### src/rtl/text_pkg.sv
// rtl/text_pkg.sv - shared constants, control codes and FSM state type for the text buffer
//
// Purpose: geometry defaults, fill code, byte codes recognised by the write
// port, and the controller state enum used by text_buffer.
package text_pkg;

    localparam int          COLS    = 32;
    localparam int          ROWS    = 16;
    localparam logic [7:0]  FILL    = 8'h20;

    localparam logic [7:0]  C_LF    = 8'h0A;
    localparam logic [7:0]  C_CR    = 8'h0D;
    localparam logic [7:0]  C_BS    = 8'h08;
    localparam logic [7:0]  C_PR_LO = 8'h20;
    localparam logic [7:0]  C_PR_HI = 8'h7E;

    typedef enum logic [1:0] {
        CLR_ALL = 2'd0,
        IDLE    = 2'd1,
        CLR_ROW = 2'd2
    } state_e;

    function automatic logic is_print(input logic [7:0] b);
        return (b >= C_PR_LO) && (b <= C_PR_HI);
    endfunction

endpackage

### src/rtl/text_ram.sv
// rtl/text_ram.sv - 512x8 simple dual-port cell RAM with registered read port
//
// Purpose: character cell storage. One write port, one read port whose
// output register returns the old contents when read and write hit the same
// address in the same cycle. Array contents are never reset; only the read
// register is.
// Ports:
//   clk_i            clock
//   rst_ni           asynchronous active-low reset of the read register
//   we_i/waddr_i/wdata_i   write port
//   raddr_i          read address, sampled on the rising edge
//   rdata_o          read data, valid the cycle after raddr_i is sampled
module text_ram #(
    parameter int AW = 9,
    parameter int DW = 8
) (
    input  logic          clk_i,
    input  logic          rst_ni,
    input  logic          we_i,
    input  logic [AW-1:0] waddr_i,
    input  logic [DW-1:0] wdata_i,
    input  logic [AW-1:0] raddr_i,
    output logic [DW-1:0] rdata_o
);

    logic [DW-1:0] mem_q [2**AW];
    logic [DW-1:0] rdata_q;

    always_ff @(posedge clk_i) begin
        if (we_i) begin
            mem_q[waddr_i] <= wdata_i;
        end
    end

    // Reads the array before this edge's write lands: old data on collision.
    always_ff @(posedge clk_i or negedge rst_ni) begin
        if (!rst_ni) begin
            rdata_q <= '0;
        end else begin
            rdata_q <= mem_q[raddr_i];
        end
    end

    assign rdata_o = rdata_q;

endmodule

### src/rtl/text_buffer.sv
// rtl/text_buffer.sv - character-cell text buffer with cursor, scrolling and clear
//
// Purpose: answers draw's cell reads (CX,CY -> CHAR, one cycle latency) and
// prints a byte stream into the screen with cursor advance, line wrap,
// CR/LF, backspace, scroll via a top-row offset and full-screen clear.
// Ports:
//   CLK, NRST          clock, asynchronous active-low reset
//   CX, CY, CHAR       read column / screen row, registered character out
//   WDATA, WVALID, WREADY   byte write handshake
//   CLR                level-sensitive synchronous clear request
//   CURX, CURY         cursor column / screen row
module text_buffer #(
    parameter int         COLS = text_pkg::COLS,
    parameter int         ROWS = text_pkg::ROWS,
    parameter logic [7:0] FILL = text_pkg::FILL
) (
    input  logic       CLK,
    input  logic       NRST,
    input  logic [4:0] CX,
    input  logic [3:0] CY,
    output logic [7:0] CHAR,
    input  logic [7:0] WDATA,
    input  logic       WVALID,
    output logic       WREADY,
    input  logic       CLR,
    output logic [4:0] CURX,
    output logic [3:0] CURY
);

    import text_pkg::state_e;
    import text_pkg::CLR_ALL;
    import text_pkg::IDLE;
    import text_pkg::CLR_ROW;
    import text_pkg::C_LF;
    import text_pkg::C_CR;
    import text_pkg::C_BS;
    import text_pkg::is_print;

    localparam logic [4:0] LAST_COL  = 5'(COLS - 1);
    localparam logic [3:0] LAST_ROW  = 4'(ROWS - 1);
    localparam logic [8:0] LAST_CELL = 9'(COLS * ROWS - 1);

    state_e     state_q,   state_d;
    logic [3:0] top_q,     top_d;
    logic [4:0] curx_q,    curx_d;
    logic [3:0] cury_q,    cury_d;
    logic [3:0] crow_q,    crow_d;
    logic [8:0] clr_cnt_q, clr_cnt_d;
    logic [4:0] row_cnt_q, row_cnt_d;

    logic       accept;
    logic       newline;
    logic       ram_we;
    logic [8:0] ram_waddr;
    logic [7:0] ram_wdata;
    logic [3:0] cur_prow;
    logic [3:0] rd_prow;

    // Screen rows map onto physical rows rotated by the top offset.
    assign cur_prow = cury_q + top_q;
    assign rd_prow  = CY + top_q;

    assign WREADY = (state_q == IDLE) && !CLR;
    assign accept = WVALID && WREADY;

    always_ff @(posedge CLK or negedge NRST) begin
        if (!NRST) begin
            state_q   <= CLR_ALL;
            top_q     <= '0;
            curx_q    <= '0;
            cury_q    <= '0;
            crow_q    <= '0;
            clr_cnt_q <= '0;
            row_cnt_q <= '0;
        end else begin
            state_q   <= state_d;
            top_q     <= top_d;
            curx_q    <= curx_d;
            cury_q    <= cury_d;
            crow_q    <= crow_d;
            clr_cnt_q <= clr_cnt_d;
            row_cnt_q <= row_cnt_d;
        end
    end

    always_comb begin
        state_d   = state_q;
        top_d     = top_q;
        curx_d    = curx_q;
        cury_d    = cury_q;
        crow_d    = crow_q;
        clr_cnt_d = clr_cnt_q;
        row_cnt_d = row_cnt_q;
        newline   = 1'b0;
        ram_we    = 1'b0;
        ram_waddr = {cur_prow, curx_q};
        ram_wdata = WDATA;

        case (state_q)
            CLR_ALL: begin
                ram_we    = 1'b1;
                ram_waddr = clr_cnt_q;
                ram_wdata = FILL;
                clr_cnt_d = clr_cnt_q + 9'd1;
                if (clr_cnt_q == LAST_CELL) begin
                    state_d = IDLE;
                end
            end
            CLR_ROW: begin
                ram_we    = 1'b1;
                ram_waddr = {crow_q, row_cnt_q};
                ram_wdata = FILL;
                row_cnt_d = row_cnt_q + 5'd1;
                if (row_cnt_q == LAST_COL) begin
                    state_d = IDLE;
                end
            end
            IDLE: begin
                if (accept) begin
                    if (is_print(WDATA)) begin
                        ram_we = 1'b1;
                        if (curx_q == LAST_COL) begin
                            newline = 1'b1;
                        end else begin
                            curx_d = curx_q + 5'd1;
                        end
                    end else if (WDATA == C_LF) begin
                        newline = 1'b1;
                    end else if (WDATA == C_CR) begin
                        curx_d = '0;
                    end else if (WDATA == C_BS) begin
                        // Backspace never backs up into the previous row.
                        if (curx_q != '0) begin
                            curx_d    = curx_q - 5'd1;
                            ram_we    = 1'b1;
                            ram_waddr = {cur_prow, curx_q - 5'd1};
                            ram_wdata = FILL;
                        end
                    end
                end
            end
            default: begin
                state_d   = CLR_ALL;
                clr_cnt_d = '0;
            end
        endcase

        if (newline) begin
            curx_d = '0;
            if (cury_q != LAST_ROW) begin
                cury_d = cury_q + 4'd1;
            end else begin
                // The old top row becomes the new bottom row; blank it.
                crow_d    = top_q;
                top_d     = top_q + 4'd1;
                row_cnt_d = '0;
                state_d   = CLR_ROW;
            end
        end

        // Clear wins over everything; WREADY is already low so no byte lands.
        if (CLR) begin
            state_d   = CLR_ALL;
            clr_cnt_d = '0;
            curx_d    = '0;
            cury_d    = '0;
            top_d     = '0;
        end
    end

    text_ram #(
        .AW (9),
        .DW (8)
    ) u_ram (
        .clk_i   (CLK),
        .rst_ni  (NRST),
        .we_i    (ram_we),
        .waddr_i (ram_waddr),
        .wdata_i (ram_wdata),
        .raddr_i ({rd_prow, CX}),
        .rdata_o (CHAR)
    );

    assign CURX = curx_q;
    assign CURY = cury_q;

endmodule

### config.mk
export PLATFORM = sky130hd
export DESIGN_NAME = text_buffer
export DESIGN_NICKNAME = d
export VERILOG_FILES = /design/src/rtl/text_pkg.sv /design/src/rtl/text_ram.sv /design/src/rtl/text_buffer.sv
export SDC_FILE = /design/constraint.sdc
export NUM_CORES = 2
export LEC_CHECK = 0
export ABC_AREA = 1
export CAP_MARGIN = 25
export CORE_AREA = 2 2 652 654
export DETAILED_ROUTE_END_ITERATION = 10
export DIE_AREA = 0 0 654 656
export DONT_BUFFER_PORTS = 1
export PLACE_DENSITY_LB_ADDON = 0.12
export REMOVE_ABC_BUFFERS = 1
export SETUP_SLACK_MARGIN = 0.02
export SYNTH_ARGS = -nofsm -noshare
export SYNTH_HDL_FRONTEND = slang
export SYNTH_SLANG_ARGS = --single-unit
### constraint.sdc
create_clock -name CLK -period 22.8 [get_ports CLK]
set_input_delay 4.56 -clock CLK [delete_from_list [all_inputs] [get_ports CLK]]
set_output_delay 4.56 -clock CLK [all_outputs]
set_load 0.02 [all_outputs]
-- Word level (Yosys, flattened, before mapping)
Memories as Yosys holds them, arrays and structs flattened. A register that Yosys moved wholly into a read port is not among the register bits.
Cells that the tools add are included.
- bits in registers: 33
- bits in writable memories: 4096
- bits of input ports: 21
- output and inout bits: 18
- word-level logic and storage cells: 106
- memories: 1
- add/sub/neg operators: 8
- magnitude comparators: 2
- equality and inequality tests: 13
- multiplexer cells: 55
- bitwise gates (word level): 1
- reduce and logical (&&, ||, !) cells: 19
- memory list (name ; words ; bits a word ; read ports ; clocked after Yosys merged registers in ; wr ports ; RTL line ; source):
    u_ram.mem_q ; 512 ; 8 ; 1 ; 1 ; 1 ; text_ram.sv:26 ; logic [DW-1:0] mem_q [2**AW];
- operators by type and width (kind ; number):
    5-bit two-way mux ; 19
    8-bit two-way mux ; 6
    9-bit one-hot mux with 3 select lines ; 1
    8-bit by 4-bit equality test with 1-bit output (second input constant) ; 3
    4-bit two-way mux ; 6
    9-bit one-hot mux with 2 select lines ; 1
    8-bit one-hot mux with 2 select lines ; 1
    5-bit nonzero test ; 3
    1-bit two-way mux ; 13
    4-bit != test (second input constant) ; 3
    5-bit by 1-bit adder with 5-bit output (second input constant) ; 2
    5-bit equality test (second input constant) ; 2
    2-bit two-way mux ; 5
    9-bit by 1-bit adder with 9-bit output (second input constant) ; 1
    9-bit equality test (second input constant) ; 1
    9-bit two-way mux ; 1
    4-bit by 1-bit adder with 4-bit output (second input constant) ; 2
    4-bit adder ; 2
    8-bit by 6-bit greater-or-equal comparator with 1-bit output (second input constant) ; 1
    8-bit by 7-bit <= comparator with 1-bit output (second input constant) ; 1
    2-bit one-hot mux with 3 select lines ; 1
    2-bit AND reduction ; 3
    6-bit AND reduction ; 1
    3-bit nonzero test ; 2
    other kinds (12) ; 17

-- Depth between registers and ports, before layout
- word-level depth: 10
- depth in mapped cells: 16
- mapped depth without buffers: 15

-- Modules after synthesis
From an unflattened synthesis, not the netlist that was laid out.
- cell total of the unflattened synthesis: 14265
- area, all modules: 169423.7 um^2
- modules (own cells, without submodules) (module ; instances ; cells each ; area an instance (um^2) ; sequential area each (um^2)):
    text_ram ; 1 ; 13891 ; 166701.1 ; 123198.2
    text_buffer ; 1 ; 374 ; 2722.6 ; 825.8

-- Worst setup path before layout
Ideal clock, no wire load.
- kind: in2reg
- from: input WDATA[3]
- to: memory u_ram.mem_q[0][5], data pin
- library setup time: 3249 ps
- arrival time: 19096 ps
- required time: 19551 ps
- path slack: 455 ps
- stages: 8
- path buffers: 0
- cells stage by stage: inv_1 > nor2_2 > nand3_1 > nor2_2 > nand2_2 > nor2_4 > o21ai_0 > a31oi_1
- longest elaborated chain between the ends: 7
- elaborated cells on any way between the ends: 12
- classes of those cells: 2 x order compare; 3 x eq/ne; 6 x mux; 1 x reduce/logical
- RTL lines (what ; RTL line ; source):
    from (decl) ; text_buffer.sv:22 ; input logic [7:0] WDATA,
    8-bit by 4-bit equality test with 1-bit output ; text_buffer.sv:131 ; end else if (WDATA == C_BS) begin
    8-bit two-way mux ; text_buffer.sv:131 ;
    8-bit two-way mux ; text_buffer.sv:129 ; end else if (WDATA == C_CR) begin
    8-bit two-way mux ; text_buffer.sv:127 ; end else if (WDATA == C_LF) begin
    8-bit two-way mux (*) ; text_buffer.sv:120 ; if (is_print(WDATA)) begin
    8-bit two-way mux (*) ; text_buffer.sv:119 ; if (accept) begin
    8-bit one-hot mux with 2 select lines (*) ; text_buffer.sv:99 ; case (state_q)
    named net ram_wdata[5] ; text_buffer.sv:55 ; logic [7:0] ram_wdata;
    to (decl) ; text_ram.sv:26 ;
The timed path passes the listed nets; every way through them passes the cells marked *.

==> metrics <==
Cell Rows=239; startpoint types=input port; Distinct cells, synth=40; Max Clock Skew=47.7 ps; Reg power frac=50.6%; Final nets=13990; Pre-antenna DRT Iters=6; layout overhead on the synthesized area=12.0%; Final WS setup=11530 ps; number of global-route vias before repair=107197; Die ar.=429000 um2; Clock Power Share=43.2%; gr usage total=23.6%; worst setup path end=u_ram.rdata_o[2]; Final Hold Slack=516 ps; Data required, critical path=23720 ps; wl on met1=225000 um; Final Hold Viols=0; Highest Signal Layer=met5; status=complete, but fails checks; critical path startpoint=CX[0]; Root Driver=clkbuf_16; RSZ-0062 raised after global routing=false; clock-pin slew on the worst setup and hold paths=60 ps; internal cell power=12800 uW; crit end category=register; Seq/Total Area, Yosys=73.8%; FF-to-FF Start=state_q[0]; WL final=520000 um; # IOs=39; Antenna Nets Post-Route=0; Congestion Overflow GR=0; FF-to-FF path depth=9; kind of critical path=in2reg; Combinational Power Share=6.2%; mean area per synthesized cell=11.8 um2; die width=654 um; DR iter-0 viols=12161; Synth top area share=73.2%; I/O Buffers=0; vias per cell=5.56; max-slew violation count=262; Net Sw Frac=23.0%; dominant cells by area after synthesis=edfxtp_1 73%, nand3_1 12%, nand2_1 9.4%; pin count of the biggest net entering global routing=514; slew margin rel.=-6.78%; minimum clock period=11270 ps; largest fanout on the critical path=191; P_leak=0.0654 uW; via count=111158; routed len/inst=26.0 um; yosys warns=0; Max Fclk=0.0887 GHz; setup TNS=0 ps; clk buf depth=4; leading area contributor after synthesis=edfxtp_1; PostCTS Resize Cnt=0; wire length of the first global-routing pass=756000 um; initial core utilization=39.8%; setup violators final=0; Synth Instances=14244; met2 WL=246000 um; Cell Area, Synth=168000 um2; Sink Count=4137; maxcap violations=0; CTS tree=done; period utilisation layout=49.4%; Cell Count, Final, Fillers Out=19988; Inserted Clock Buffers=438; Hold WC Path Type=reg2reg; gpl congestion=0.823; Max VDD drop=70.4 uV; placed instance count=19146; worst-margin pin slew=1600 ps; switching power total=3830 uW; Reg2Reg Setup Slack=17430 ps; Worst EP arrival=12200 ps; Remaining DRCs=0; RR Endpoint=u_ram.mem_q[393][0]; hpwl dp=284000 um; power per standard cell area=88.3 nW/um2; H-tree depth=5; setup bufs post-CTS=0; violated checks=slew limit; commonest non-fill, non-tap cells in the layout=4212 x nand2_1, 4105 x nand3_1, 4096 x edfxtp_1; dpl ws=10970 ps; initial antenna violation count=23; Die Y=656 um; most common cell after layout, fill and taps aside=nand2_1; layout cells sized above 1=6.45%; Detail Route met3 WL=34800 um; Yosys reg bits=4137; Worst-Skew Late Latency=1000 ps; core area=422000 um2; CTS Hold Bufs=0
## power groups by stage
stage | combinational (uW) | sequential (uW) | clock, uW
5_1_grt | 1110 | 8400 | 7580
2_1_floorplan | 663 | 8670 | 0
3_5_place_dp | 1010 | 8570 | 0
3_3_place_gp | 998 | 8570 | 0
4_1_cts | 1010 | 8410 | 7290
6_report | 1030 | 8410 | 7180
## flip-flops by register name, summed over array words and instances, names as in the netlist
signal,flops
row_cnt_q,5
clr_cnt_q,9
crow_q,4
u_ram.rdata_o,8
state_q,2
top_q,4
u_ram.mem_q,4096
CURY,4
CURX,5
## area by class of cell
class	instances	area, um2
multi-input combinational	9032	40000
sequential	4137	124000
antenna	10	25.0
inverter	74	314
clock inverter	262	2740
tap	5663	7090
fill	38770	234000
clock buffer	547	11500
timing repair buffer	263	2580
## synthesized netlist by cell type, drive strengths merged
| library cell | number |
|---|---|
| and3 | 1 |
| o21ai | 39 |
| ha | 21 |
| nor4 | 1 |
| xor2 | 10 |
| o21a | 2 |
| o221ai | 1 |
| a221oi | 3 |
| nor3b | 2 |
| a211oi | 2 |
| inv | 74 |
| nor2 | 465 |
| or2 | 2 |
| buf | 411 |
| a22oi | 2 |
| fa | 2 |
| o22ai | 4 |
| nand3 | 4105 |
| xnor2 | 4 |
| dfrtp | 41 |
| nand4 | 9 |
| nor3 | 104 |
| edfxtp | 4096 |
| nand2 | 4231 |
| clkbuf | 590 |
| a21oi | 19 |
| a31oi | 1 |
| o211ai | 2 |
## critical path: stages
cell,delay (ps)
buf_16,240
buf_16,390
buf_16,390
inv_8,820
buf_4,870
buf_4,780
buf_12,490
buf_4,900
nand2_1,110
nand3_1,110
nand3_1,120
nand3_1,190
nand3_1,220
nand3_1,210
nand3_1,220
nand3_1,140
nand3_1,100
nand2_1,100
## per-stage QoR
stage	utilization [%]	total power [uW]	area, um2
2_1_floorplan	-	9340	164000
4_1_cts	44.5	16700	188000
3_5_place_dp	41.1	9580	174000
5_1_grt	44.6	17100	188000
3_3_place_gp	41.0	9570	173000
6_report	44.6	16600	188000
## metal layers
metal / vias to the layer above / global-route usage (%)
met4: 2 / 6.37
met3: 733 / 3.52
met5: - / 0
met1: 56093 / 33.6
li1: 50202 / -
met2: 4128 / 37.9
## how the worst min path moves through the flow
| stage | slack (ps) | start | endpoint | depth (start not counted) |
|---|---|---|---|---|
| 6_report | 520 | crow_q[0] | crow_q[0] | 2 |
| 5_1_grt | 550 | crow_q[2] | crow_q[2] | 2 |
| 4_1_cts | 520 | clr_cnt_q[8] | clr_cnt_q[8] | 2 |
| 3_5_place_dp | 500 | crow_q[1] | crow_q[1] | 2 |
| 3_3_place_gp | 480 | crow_q[0] | crow_q[0] | 2 |
| 2_1_floorplan | 450 | crow_q[0] | crow_q[0] | 2 |
## cell families after synthesis
| logic type | after synthesis | share of synthesized area, % |
|---|---|---|
| compound gates | 75 | 0.264 |
| xor+xnor | 14 | 0.0730 |
| fa+ha+maj | 23 | 0.180 |
| buf+inv | 1075 | 2.58 |
| flops | 4137 | 73.8 |
| simple gates | 8920 | 23.1 |
Note: power is estimated with default switching activity, not from simulation.
